### src/rtl/aste_pkg.sv
// +--------------------------------------------------------------------+
// | aste_pkg: asteroid memory field layout and frame-reader states     |
// | rev 1.0                                                            |
// +--------------------------------------------------------------------+
`default_nettype none

package aste_pkg;

  localparam int POS_X_MSB     = 9;
  localparam int POS_X_LSB     = 6;
  localparam int POS_Y_MSB     = 5;
  localparam int POS_Y_LSB     = 2;
  localparam int OPCODE_MSB    = 1;

  localparam int BIT_LOADED    = 1;
  localparam int BIT_DESTRUIDO = 0;

  typedef enum logic [2:0] {
    OCIOSO  = 3'd0,
    LIMPA   = 3'd1,
    LEITURA = 3'd2,
    ENVIA   = 3'd3,
    FIM     = 3'd4
  } estado_t;

endpackage

`default_nettype wire

### src/rtl/quadro_bitmap.sv
// +--------------------------------------------------------------------+
// | quadro_bitmap: square occupancy flop array, clear/set/row-read     |
// | rev 1.0                                                            |
// +--------------------------------------------------------------------+
`default_nettype none

module quadro_bitmap #(
  parameter int LARG_COOR = 4
) (
  input  logic                    clock,
  input  logic                    reset_n,
  input  logic                    limpa,
  input  logic                    nave_en,
  input  logic [LARG_COOR-1:0]    nave_x,
  input  logic [LARG_COOR-1:0]    nave_y,
  input  logic                    set_en,
  input  logic [LARG_COOR-1:0]    set_x,
  input  logic [LARG_COOR-1:0]    set_y,
  output logic                    cel_valor,
  input  logic [LARG_COOR-1:0]    linha_sel,
  output logic [2**LARG_COOR-1:0] linha_out
);

  localparam int LADO = 2**LARG_COOR;

  logic [LADO-1:0] mapa [LADO];

  // Clear and ship-set share the LIMPA cycle; the later assignment wins.
  always_ff @(posedge clock or negedge reset_n) begin
    if (!reset_n) begin
      for (int i = 0; i < LADO; i++) mapa[i] <= '0;
    end else if (limpa) begin
      for (int i = 0; i < LADO; i++) mapa[i] <= '0;
      if (nave_en) mapa[nave_y][nave_x] <= 1'b1;
    end else if (set_en) begin
      mapa[set_y][set_x] <= 1'b1;
    end
  end

  assign cel_valor = mapa[set_y][set_x];
  assign linha_out = mapa[linha_sel];

endmodule

`default_nettype wire

### src/rtl/leitor_quadro_aste.sv
// +--------------------------------------------------------------------+
// | leitor_quadro_aste: rasterises live asteroids + ship, streams rows |
// | rev 1.0                                                            |
// +--------------------------------------------------------------------+
`default_nettype none

module leitor_quadro_aste
  import aste_pkg::*;
#(
  parameter int N_ASTE    = 16,
  parameter int LARG_END  = 4,
  parameter int LARG_COOR = 4
) (
  input  logic                    clock,
  input  logic                    reset_n,
  input  logic                    iniciar,
  output logic [LARG_END-1:0]     mem_addr,
  input  logic [9:0]              mem_dado,
  input  logic [1:0]              mem_load,
  input  logic                    mostra_nave,
  input  logic [LARG_COOR-1:0]    nave_coor_x,
  input  logic [LARG_COOR-1:0]    nave_coor_y,
  output logic                    linha_valida,
  input  logic                    linha_pronta,
  output logic [LARG_COOR-1:0]    linha_idx,
  output logic [2**LARG_COOR-1:0] linha_dados,
  output logic                    ocupado,
  output logic                    fim_quadro,
  output logic [LARG_END:0]       contagem_aste,
  output logic                    sobreposicao
);

  localparam int LADO = 2**LARG_COOR;

  estado_t               estado, prox_estado;
  logic [LARG_END-1:0]   k;
  logic [LARG_COOR-1:0]  pos_x, pos_y;
  logic                  vivo, cel_ocupada, ultimo_k, ultima_linha;
  logic [LADO-1:0]       linha_bitmap;
  logic                  opcode_unused;

  assign pos_x         = mem_dado[POS_X_MSB:POS_X_LSB];
  assign pos_y         = mem_dado[POS_Y_MSB:POS_Y_LSB];
  assign opcode_unused = ^mem_dado[OPCODE_MSB:0];
  assign vivo          = (estado == LEITURA) && mem_load[BIT_LOADED] && !mem_load[BIT_DESTRUIDO];
  assign ultimo_k      = (k == LARG_END'(N_ASTE - 1));
  assign ultima_linha  = (linha_idx == {LARG_COOR{1'b1}});

  quadro_bitmap #(
    .LARG_COOR (LARG_COOR)
  ) u_bitmap (
    .clock     (clock),
    .reset_n   (reset_n),
    .limpa     (estado == LIMPA),
    .nave_en   (mostra_nave),
    .nave_x    (nave_coor_x),
    .nave_y    (nave_coor_y),
    .set_en    (vivo),
    .set_x     (pos_x),
    .set_y     (pos_y),
    .cel_valor (cel_ocupada),
    .linha_sel (linha_idx),
    .linha_out (linha_bitmap)
  );

  always_ff @(posedge clock or negedge reset_n) begin
    if (!reset_n) estado <= OCIOSO;
    else          estado <= prox_estado;
  end

  // Memory has one cycle of read latency, so the address runs one slot ahead of k.
  always_comb begin
    prox_estado  = estado;
    mem_addr     = '0;
    linha_valida = 1'b0;
    fim_quadro   = 1'b0;
    ocupado      = (estado != OCIOSO);
    linha_dados  = '0;
    case (estado)
      OCIOSO:  if (iniciar) prox_estado = LIMPA;
      LIMPA:   prox_estado = LEITURA;
      LEITURA: begin
        mem_addr = k + LARG_END'(1);
        if (ultimo_k) prox_estado = ENVIA;
      end
      ENVIA: begin
        linha_valida = 1'b1;
        linha_dados  = linha_bitmap;
        if (linha_pronta && ultima_linha) prox_estado = FIM;
      end
      FIM: begin
        fim_quadro  = 1'b1;
        prox_estado = OCIOSO;
      end
      default: prox_estado = OCIOSO;
    endcase
  end

  always_ff @(posedge clock or negedge reset_n) begin
    if (!reset_n) begin
      k             <= '0;
      linha_idx     <= '0;
      contagem_aste <= '0;
      sobreposicao  <= 1'b0;
    end else begin
      case (estado)
        LIMPA: begin
          k             <= '0;
          contagem_aste <= '0;
          sobreposicao  <= 1'b0;
        end
        LEITURA: begin
          k <= k + LARG_END'(1);
          if (ultimo_k) linha_idx <= '0;
          if (vivo) begin
            contagem_aste <= contagem_aste + (LARG_END+1)'(1);
            if (cel_ocupada) sobreposicao <= 1'b1;
          end
        end
        ENVIA: begin
          if (linha_pronta && !ultima_linha) linha_idx <= linha_idx + LARG_COOR'(1);
        end
        default: ;
      endcase
    end
  end

endmodule

`default_nettype wire

### config.mk
export PLATFORM = sky130hd
export DESIGN_NAME = leitor_quadro_aste
export DESIGN_NICKNAME = d
export VERILOG_FILES = /design/src/rtl/aste_pkg.sv /design/src/rtl/quadro_bitmap.sv /design/src/rtl/leitor_quadro_aste.sv
export SDC_FILE = /design/constraint.sdc
export NUM_CORES = 1
export LEC_CHECK = 0
export CAP_MARGIN = 20
export CELL_PAD_IN_SITES_DETAIL_PLACEMENT = 1
export CELL_PAD_IN_SITES_GLOBAL_PLACEMENT = 1
export CORE_AREA = 2 2 169 254
export DETAILED_ROUTE_END_ITERATION = 8
export DIE_AREA = 0 0 171 256
export PLACE_DENSITY_LB_ADDON = 0.25
export SLEW_MARGIN = 5
export SYNTH_ARGS = -nofsm -noshare
export SYNTH_HDL_FRONTEND = slang
export SYNTH_HIERARCHICAL = 1
export SYNTH_SLANG_ARGS = --single-unit
### constraint.sdc
create_clock -name clock -period 3.4 [get_ports clock]
set_input_delay 0.68 -clock clock [delete_from_list [all_inputs] [get_ports clock]]
set_output_delay 0.68 -clock clock [all_outputs]
set_load 0.02 [all_outputs]
Word level (Yosys, flattened, before mapping)
Index checks and enable logic that the tools add are counted.
{"block": "word_totals", "out_inout_bits": 33, "input_bits": 25, "elab_cells": 104, "regBits": 273}
{"block": "op_classes", "muxes": 36, "bitwise_logic": 4, "n_reduce_logical": 19, "order_cmp": 9, "n_eq_ne": 12, "add_sub_neg": 3}
{"op": "$mux 256", "n": 3}
{"op": "$or 256x256->256", "n": 1}
{"op": "$bmux 16 s4", "n": 2}
{"op": "$demux 16 s4", "n": 2}
{"op": "$mux 16", "n": 7}
{"op": "$pmux 4 s2", "n": 2}
{"op": "$ge 5x5->1 const B", "n": 3}
{"op": "$not 4->5", "n": 3}
{"op": "$mux 4", "n": 3}
{"op": "$pmux 3 s4", "n": 1}
{"op": "$lt 4x5->1 const B", "n": 2}
{"op": "$lt 5x1->1 const B", "n": 2}
{"op": "$ne 2x2->1 const B", "n": 5}
{"op": "$pmux 5 s2", "n": 1}
{"op": "$mux 3", "n": 3}
{"op": "$reduce_and 3->1", "n": 3}
{"op": "$add 4x1->4 const B", "n": 2}
{"op": "$demux 1 s4", "n": 2}
{"op": "$eq 4x4->1 const B", "n": 2}
{"op": "$ge 4x1->1 const B", "n": 2}
{"op": "$logic_and 1x1->1", "n": 8}
{"op": "$mux 1", "n": 7}
{"op": "$eq 3x2->1 const B", "n": 2}
{"op": "$reduce_bool 2->1", "n": 3}
{"op": "other kinds (11)", "n": 12}

Longest topological paths before layout
Gate-level depths: netlist of run 1.
{"block": "depth", "word_depth": 9, "mapped_depth": 11, "mapped_depth_nobuf": 8}

Modules after synthesis
The synthesis of run 1 kept the hierarchy.
{"mod": "quadro_bitmap", "instances": 1, "cells_each": 1255, "area_per_inst_um2": 14178.6, "seq_area_each_um2": 6406.1}
{"mod": "leitor_quadro_aste", "instances": 1, "cells_each": 123, "area_per_inst_um2": 1054.8, "seq_area_each_um2": 425.4}

Least setup slack after synthesis of run 1
No wires, ideal clock.
{"block": "synth_timing", "kind": "register -> output", "start": "register linha_idx[0]", "end": "output port linha_dados[10]", "setup_slack_ns": 0.206, "path_stages_with_launch": 6, "required_ns": 2.720, "arrival_ns": 2.514, "n_path_buf": 2, "path_cell_list": "dfrtp_1 -> buf_2 -> buf_1 -> mux4_2 -> mux4_2 -> and2_1"}
{"block": "synth_via", "elab_chain_len": 5}
{"element": "from (decl)", "line_no": "leitor_quadro_aste.sv:25", "rtl": "output logic [LARG_COOR-1:0] linha_idx,"}
{"element": "from (signal assigned)", "line_no": "leitor_quadro_aste.sv:121", "rtl": "if (linha_pronta && !ultima_linha) linha_idx <= linha_idx + LARG_COOR'(1);"}
{"element": "$not 4->5 (implied by the code)", "line_no": "quadro_bitmap.sv:41", "rtl": "assign linha_out = mapa[linha_sel];"}
{"element": "$bmux 16 s4", "line_no": "quadro_bitmap.sv:41"}
{"element": "$mux 16 (implied by the code) (2 in a row)", "line_no": "quadro_bitmap.sv:41"}
{"element": "via linha_bitmap[10]", "line_no": "leitor_quadro_aste.sv:39", "rtl": "logic [LADO-1:0] linha_bitmap;"}
{"element": "$mux 16", "line_no": "leitor_quadro_aste.sv:79", "rtl": "case (estado)"}
{"element": "to (decl)", "line_no": "leitor_quadro_aste.sv:26", "rtl": "output logic [2**LARG_COOR-1:0] linha_dados,"}
The timed path passes the listed nets, and every way through them passes these cells. The select of a mux whose other input is x is not followed.

Worst setup path after layout of run 1
{"block": "layout_timing", "start": "register linha_idx[0]", "end": "output port linha_dados[3]"}
The elaborated chain is that of the path after synthesis.

==> impl_metrics.toml, run 1 <==
[status]
outcome = "complete, but fails checks"
violations = "negative setup slack"

[finish]
n_antenna_cell = 0
drive_above_1_share = 0.271
final_cell_area_um2 = 18600
nNetsFinal = 1511
final_core_util = 0.446
syn2layout_area_growth_pct = 21.9
n_fill_cell = 4522
final_cells = 2067

[cts]
root_buffer = "clkbuf_16"
cts_sinks = 273
cts_max_level = 1
numCtsBuffers = 29
clockBufferDepth = 3
cts_tree = "built"
cts_hold_buf = 0
cts.clk_slew.worst_paths_ns = 0.06
clkLatencyLatePin_ns = 0.59

[sta]
timing.final.crit_share = 1.01
timing.hold.ws_ns = 0.0455
relSlewSlack = 0.376
final_max_slew_viol_count = 0
setup_viol = 2
fin_ws_ns = -0.0335
finalCriticalPeriod_ns = 3.43
tightest_slew_ns = 0.933
finClkSkew_ns = 0.0194
finalHoldViolCount = 0
rsz0062_at_grt = "true"
timing.fmax_mhz = 291

[yosys]
yosysTopAreaCell = "dfrtp_1"
ys_warn_count = 6
ys_top_cells_by_count = "273 x dfrtp_1, 269 x a21oi_1, 256 x o22ai_1"
synth.cell_area_um2 = 15200
synth_area_leaders = "dfrtp_1 45%, mux4_2 21%, o22ai_1 11%"
synth_ff_type = "dfrtp_1"
synth_nets = 1406
ys_async_sr_fraction = 1.00
synth_edf_count = 0
synth_seq_cells = 273
synth-seq-area-share = 0.448
syn_inst = 1378
synth_top_area_frac = 0.448
ys_types = 46
syn_area_per_cell_um2 = 11.1
yosysMostFrequentCell = "dfrtp_1"

[setup_path]
required_ns = 2.72
path_max_fanout = 8
startpoint_type = "flop"
path_class = "reg2out"
end_kind = "output pin"
worstPathArrival_ns = 2.75

[flow_run]
max_cap_viol_count = 0

[detailed_routing]
via_count = 13700
drt_iter0_markers = 1161
drt-total-wl_um = 64500
ant_nets = 0
drc = 0
vias_per_cell = 6.63
first_pass_iters = 5
wire_per_inst_um = 31.2

[placement]
dp_cells = 2002
gp_congestion = 0.916
dp_hpwl_um = 43300
numPortBuffers = 55
place_area_um2 = 17300

[global_routing]
grt_max_degree = 76
grt_pass1_wl_um = 96200
grt_pass1_vias = 14600
antenna_found_initial = 0
overflow = 0
gr-usage-all-layers = 0.298

[floorplanning]
dieArea_um2 = 43800
rows = 92
die_y_um = 256
die_w_um = 171
core_area_um2 = 41700
initial_core_util = 0.366
ioPinCount = 58

[power_and_ir_drop]
total_power_w = 0.0111
leakage_nw = 7.48
p_per_area_nw_per_um2 = 595
ir_drop_mv = 0.343

[hold_path]
min_path_type = "in2async"
-- path summary, 6_finish.rpt --
path / to / slack, ns / depth (start not counted) / start
max: linha_dados[3] / -0.03 / 6 / linha_idx[0]
min: u_bitmap/mapa[9] / 0.05 / 1 / reset_n
max reg2reg: sobreposicao / 0.67 / 9 / u_bitmap/mapa[9]
min reg2reg: sobreposicao / 0.55 / 2 / sobreposicao
max in group asynchronous: u_bitmap/mapa[246] / 2.49 / 2 / reset_n
min in group clock: sobreposicao / 0.55 / 2 / sobreposicao
-- state kept, by name, indices dropped and copies added (netlist names) --
name           count
estado             3
contagem_aste      5
sobreposicao       1
linha_idx          4
k                  4
u_bitmap/mapa    256
-- metal layers --
metal	global-route usage	share of wire
met3	0.0377	0.062
met5	0	0
met4	0.182	0.073
met1	0.357	0.36
met2	0.505	0.51
-- power by group --
part / switching (W) / internal (W) / total (W)
combinational: 0.00192 / 0.00173 / 0.00365
sequential: 0.000329 / 0.00361 / 0.00394
clock: 0.00142 / 0.00204 / 0.00347
-- layout make-up --
class                   count  area (um^2)  share of cell area
well taps                 564          706              0.0380
inverters                   9         38.8             0.00209
flip-flops and latches    273         6840               0.368
clock inverters            10          175             0.00943
clock buffers              41          821              0.0442
repair buffers            227         2200               0.118
multi-input cells         943         7800               0.420
-- worst max-delay path, cell delays in order, from the launching register on --
cell and delay [ns]:
dfrtp_4 0.47, buf_12 0.18, buf_8 0.13, mux4_2 0.49, mux4_2 0.56, and2_4 0.17, buf_2 0.16
-- per-stage QoR --
| step | setup WS (ns) | setup TNS (ns) |
|---|---|---|
| 2_1_floorplan | 0.206 | 0 |
| 3_3_place_gp | -0.00693 | -0.00693 |
| 3_5_place_dp | 0.0256 | 0 |
| 4_1_cts | -0.105 | -0.867 |
| 5_1_grt | -0.0393 | -0.125 |
| 6_report | -0.0335 | -0.0351 |
-- logic make-up after synthesis --
family / share of synthesized area
AO/OA/AOI/OAI: 0.222
XOR/XNOR: 0.00173
adder cells (fa/ha/maj): 0.00246
buffers and inverters: 0.0433
flip-flops: 0.448
multiplexers: 0.214
AND/OR/NAND/NOR: 0.0690
-- repair_timing --
action                                  4_1_cts  5_1_grt
setup buffers                                 8        2
cloned                                        5        0
endpoints found under the setup margin       16       16
resized for setup                            98       22
-- placed cells by master, fill, tap and decap left out, drive strengths merged, types with 2 or more instances in the layout --
master           n
o22ai          256
ha               3
or4              3
clkinv           6
or2              4
buf            191
o21ai            9
nand2           48
dfrtp          273
and3             4
bufinv           5
nand3           25
clkbuf          41
nand4            3
mux4           144
nor2            37
a22oi           32
nor3b            2
a21oi          269
clkdlybuf4s50   36
and2            23
nand2b          10
nor2b           12
nor3            26
a21boi           3
o211ai           2
nor4            10
xor2             2
a32o             2
inv              8
a31oi            3
No activity file was read; power rests on OpenSTA's default activity.
==> run 2: changes to the inputs <==
- PLACE_DENSITY_LB_ADDON: 0.25 -> 0.1
- SYNTH_HIERARCHICAL: 1 -> not set
==> run 2 against run 1 <==
- the run still ends with negative setup slack left
- hold slack gained 0.025 ns
- routed wire length grew 7.7%
- global-route usage is 2.2 points higher
- critical path depth up 1
- synthesized cell count rose by 1.3%
- setup slack worse by 0.0097 ns
- via count rose by 1.8%
- sequential power is 5.3% lower
- die area is the same
- clock power decreased by 10%
- fmax is 0.28% lower
- critical path type unchanged
- highest routed layer unchanged
==> impl_metrics.toml, run 2 <==
[status]
outcome = "complete, but fails checks"
violations = "negative setup slack"

[finish]
nNetsFinal = 1519
largest_reg_flops = 256
top_regs = "u_bitmap.mapa x256, contagem_aste x5"
top_register = "u_bitmap.mapa"
drive_above_1_share = 0.261
syn2layout_area_growth_pct = 21.6
final_cell_area_um2 = 18600
n_antenna_cell = 0
final_cells = 2076
layout_common_cells = "269 x dfrtp_1, 258 x a21oi_1, 255 x o22ai_1"
final_common_cell = "dfrtp_1"

[yosys]
synth_nets = 1424
synth.cell_area_um2 = 15300
syn_inst = 1396
synth_seq_cells = 273
ys_types = 50
synth_edf_count = 0
ys_top_cells_by_count = "273 x dfrtp_1, 258 x a21oi_1, 255 x o22ai_1"
yosysMostFrequentCell = "dfrtp_1"
syn_area_per_cell_um2 = 11.0
synth_ff_type = "dfrtp_1"
synth_top_area_frac = 0.447
ys_warn_count = 0
synth_area_leaders = "dfrtp_1 45%, mux4_2 19%, o22ai_1 10%"
ys_async_sr_fraction = 1.00
synth-seq-area-share = 0.447
yosysTopAreaCell = "dfrtp_1"

[global_routing]
antenna_found_initial = 0
grt_pass1_vias = 14500
gr-usage-all-layers = 0.319
grt_max_degree = 85
grt_pass1_wl_um = 102000
overflow = 0

[setup_path]
reg2reg_from = "estado[0]"
critPathTopFamily = "multiplexers"
cpPeakStageDelay_ns = 0.52
path_buf_inv = 4
cpMaxStageDelayCell = "dfrtp_4"
path_class = "reg2out"
startpoint_type = "flop"
cp-startpoint = "linha_idx[0]"
end_kind = "output pin"
crit_top_cell = "mux4_2"
cp_cell_sequence = "buf_12, buf_16, buf_8, mux4_2, mux4_2, and2_4, buf_6"
path_max_fanout = 4
worstPathArrival_ns = 2.76
required_ns = 2.72

[sta]
rsz0062_at_grt = "true"
finalHoldViolCount = 0
final_max_slew_viol_count = 0
fin_ws_ns = -0.0432
finClkSkew_ns = 0.0101
setup_tns_ns = -0.226
setup_viol = 7
relSlewSlack = 0.247
tightest_slew_ns = 1.13
timing.fmax_mhz = 290
finalCriticalPeriod_ns = 3.44
timing.final.crit_share = 1.01

[cts]
clkLatencyLatePin_ns = 0.59
cts_max_level = 1
clockBufferDepth = 3
cts_tree = "built"
root_buffer = "clkbuf_16"
cts_hold_buf = 0
cts.clk_slew.worst_paths_ns = 0.06
cts_sinks = 273
numCtsBuffers = 30

[floorplanning]
rows = 92
dieArea_um2 = 43800
ioPinCount = 58
die_y_um = 256
die_w_um = 171
initial_core_util = 0.367
core_area_um2 = 41700

[detailed_routing]
first_pass_iters = 5
ant_nets = 0
drc = 0
drt-total-wl_um = 69500
vias_per_cell = 6.73
drt_iter0_markers = 1458
wire_per_inst_um = 33.5
via_count = 14000

[placement]
pre_cts_slack_ns = 0.115
place_area_um2 = 17400
numPortBuffers = 55
gp_congestion = 0.863
dp_hpwl_um = 44800
dp_cells = 2006

[flow_run]
max_cap_viol_count = 0

[power_and_ir_drop]
leakage_nw = 7.58
ir_drop_mv = 0.380
p_per_area_nw_per_um2 = 540
total_power_w = 0.0100

[hold_path]
min_path_type = "in2async"
[run 2: routing by layer]
layer,vias to the layer above,GRT usage,wire [um]
met1,7472,0.428,27500
met5,-,0,0
met2,618,0.518,34000
met4,0,0.143,3680
li1,5696,-,-
met3,181,0.0377,4290
[run 2: layout make-up]
class                           count  area, um^2
Sequential cell                   273        6840
Clock inverter                      7        46.3
Inverter                            2        7.51
Multi-Input combinational cell    974        7940
Timing Repair Buffer              210        2220
Tap cell                          564         706
Fill cell                        4469       23100
Clock buffer                       46         841
[run 2: what timing repair did]
item,in CTS,in global routing
pin swaps,4,1
hold endpoints to repair,0,0
buffers inserted,10,3
cloned,3,0
setup endpoints to repair,16,16
gates resized for setup,114,10
[run 2: worst paths after layout]
check | to | slack [ns] | cells past startpoint
min in group clock | k[1] | 0.51 | 1
max | linha_dados[10] | -0.04 | 7
max reg2reg | u_bitmap.mapa[167] | 0.71 | 4
max in group asynchronous | u_bitmap.mapa[85] | 2.47 | 2
min reg2reg | k[1] | 0.51 | 1
min | u_bitmap.mapa[122] | 0.07 | 1
[run 2: power breakdown]
| group | internal, W | switching, W |
|---|---|---|
| logic | 0.00158 | 0.00163 |
| clock network | 0.00169 | 0.00142 |
| registers | 0.00348 | 0.000257 |
[run 2: kinds of logic after synthesis]
family | share of synthesized area
adder cells (fa/ha/maj) | 0.00246
flip-flops | 0.447
buffers and inverters | 0.0410
multiplexers | 0.217
AND/OR/NAND/NOR | 0.0778
XOR/XNOR | 0.00286
AO/OA/AOI/OAI | 0.212
[run 2: per-stage QoR]
stage          hold slack, ns   util
2_1_floorplan           0.384      -
6_report               0.0708  0.446
5_1_grt                 0.110  0.446
3_5_place_dp            0.497  0.417
3_3_place_gp            0.495  0.417
4_1_cts                0.0805  0.445
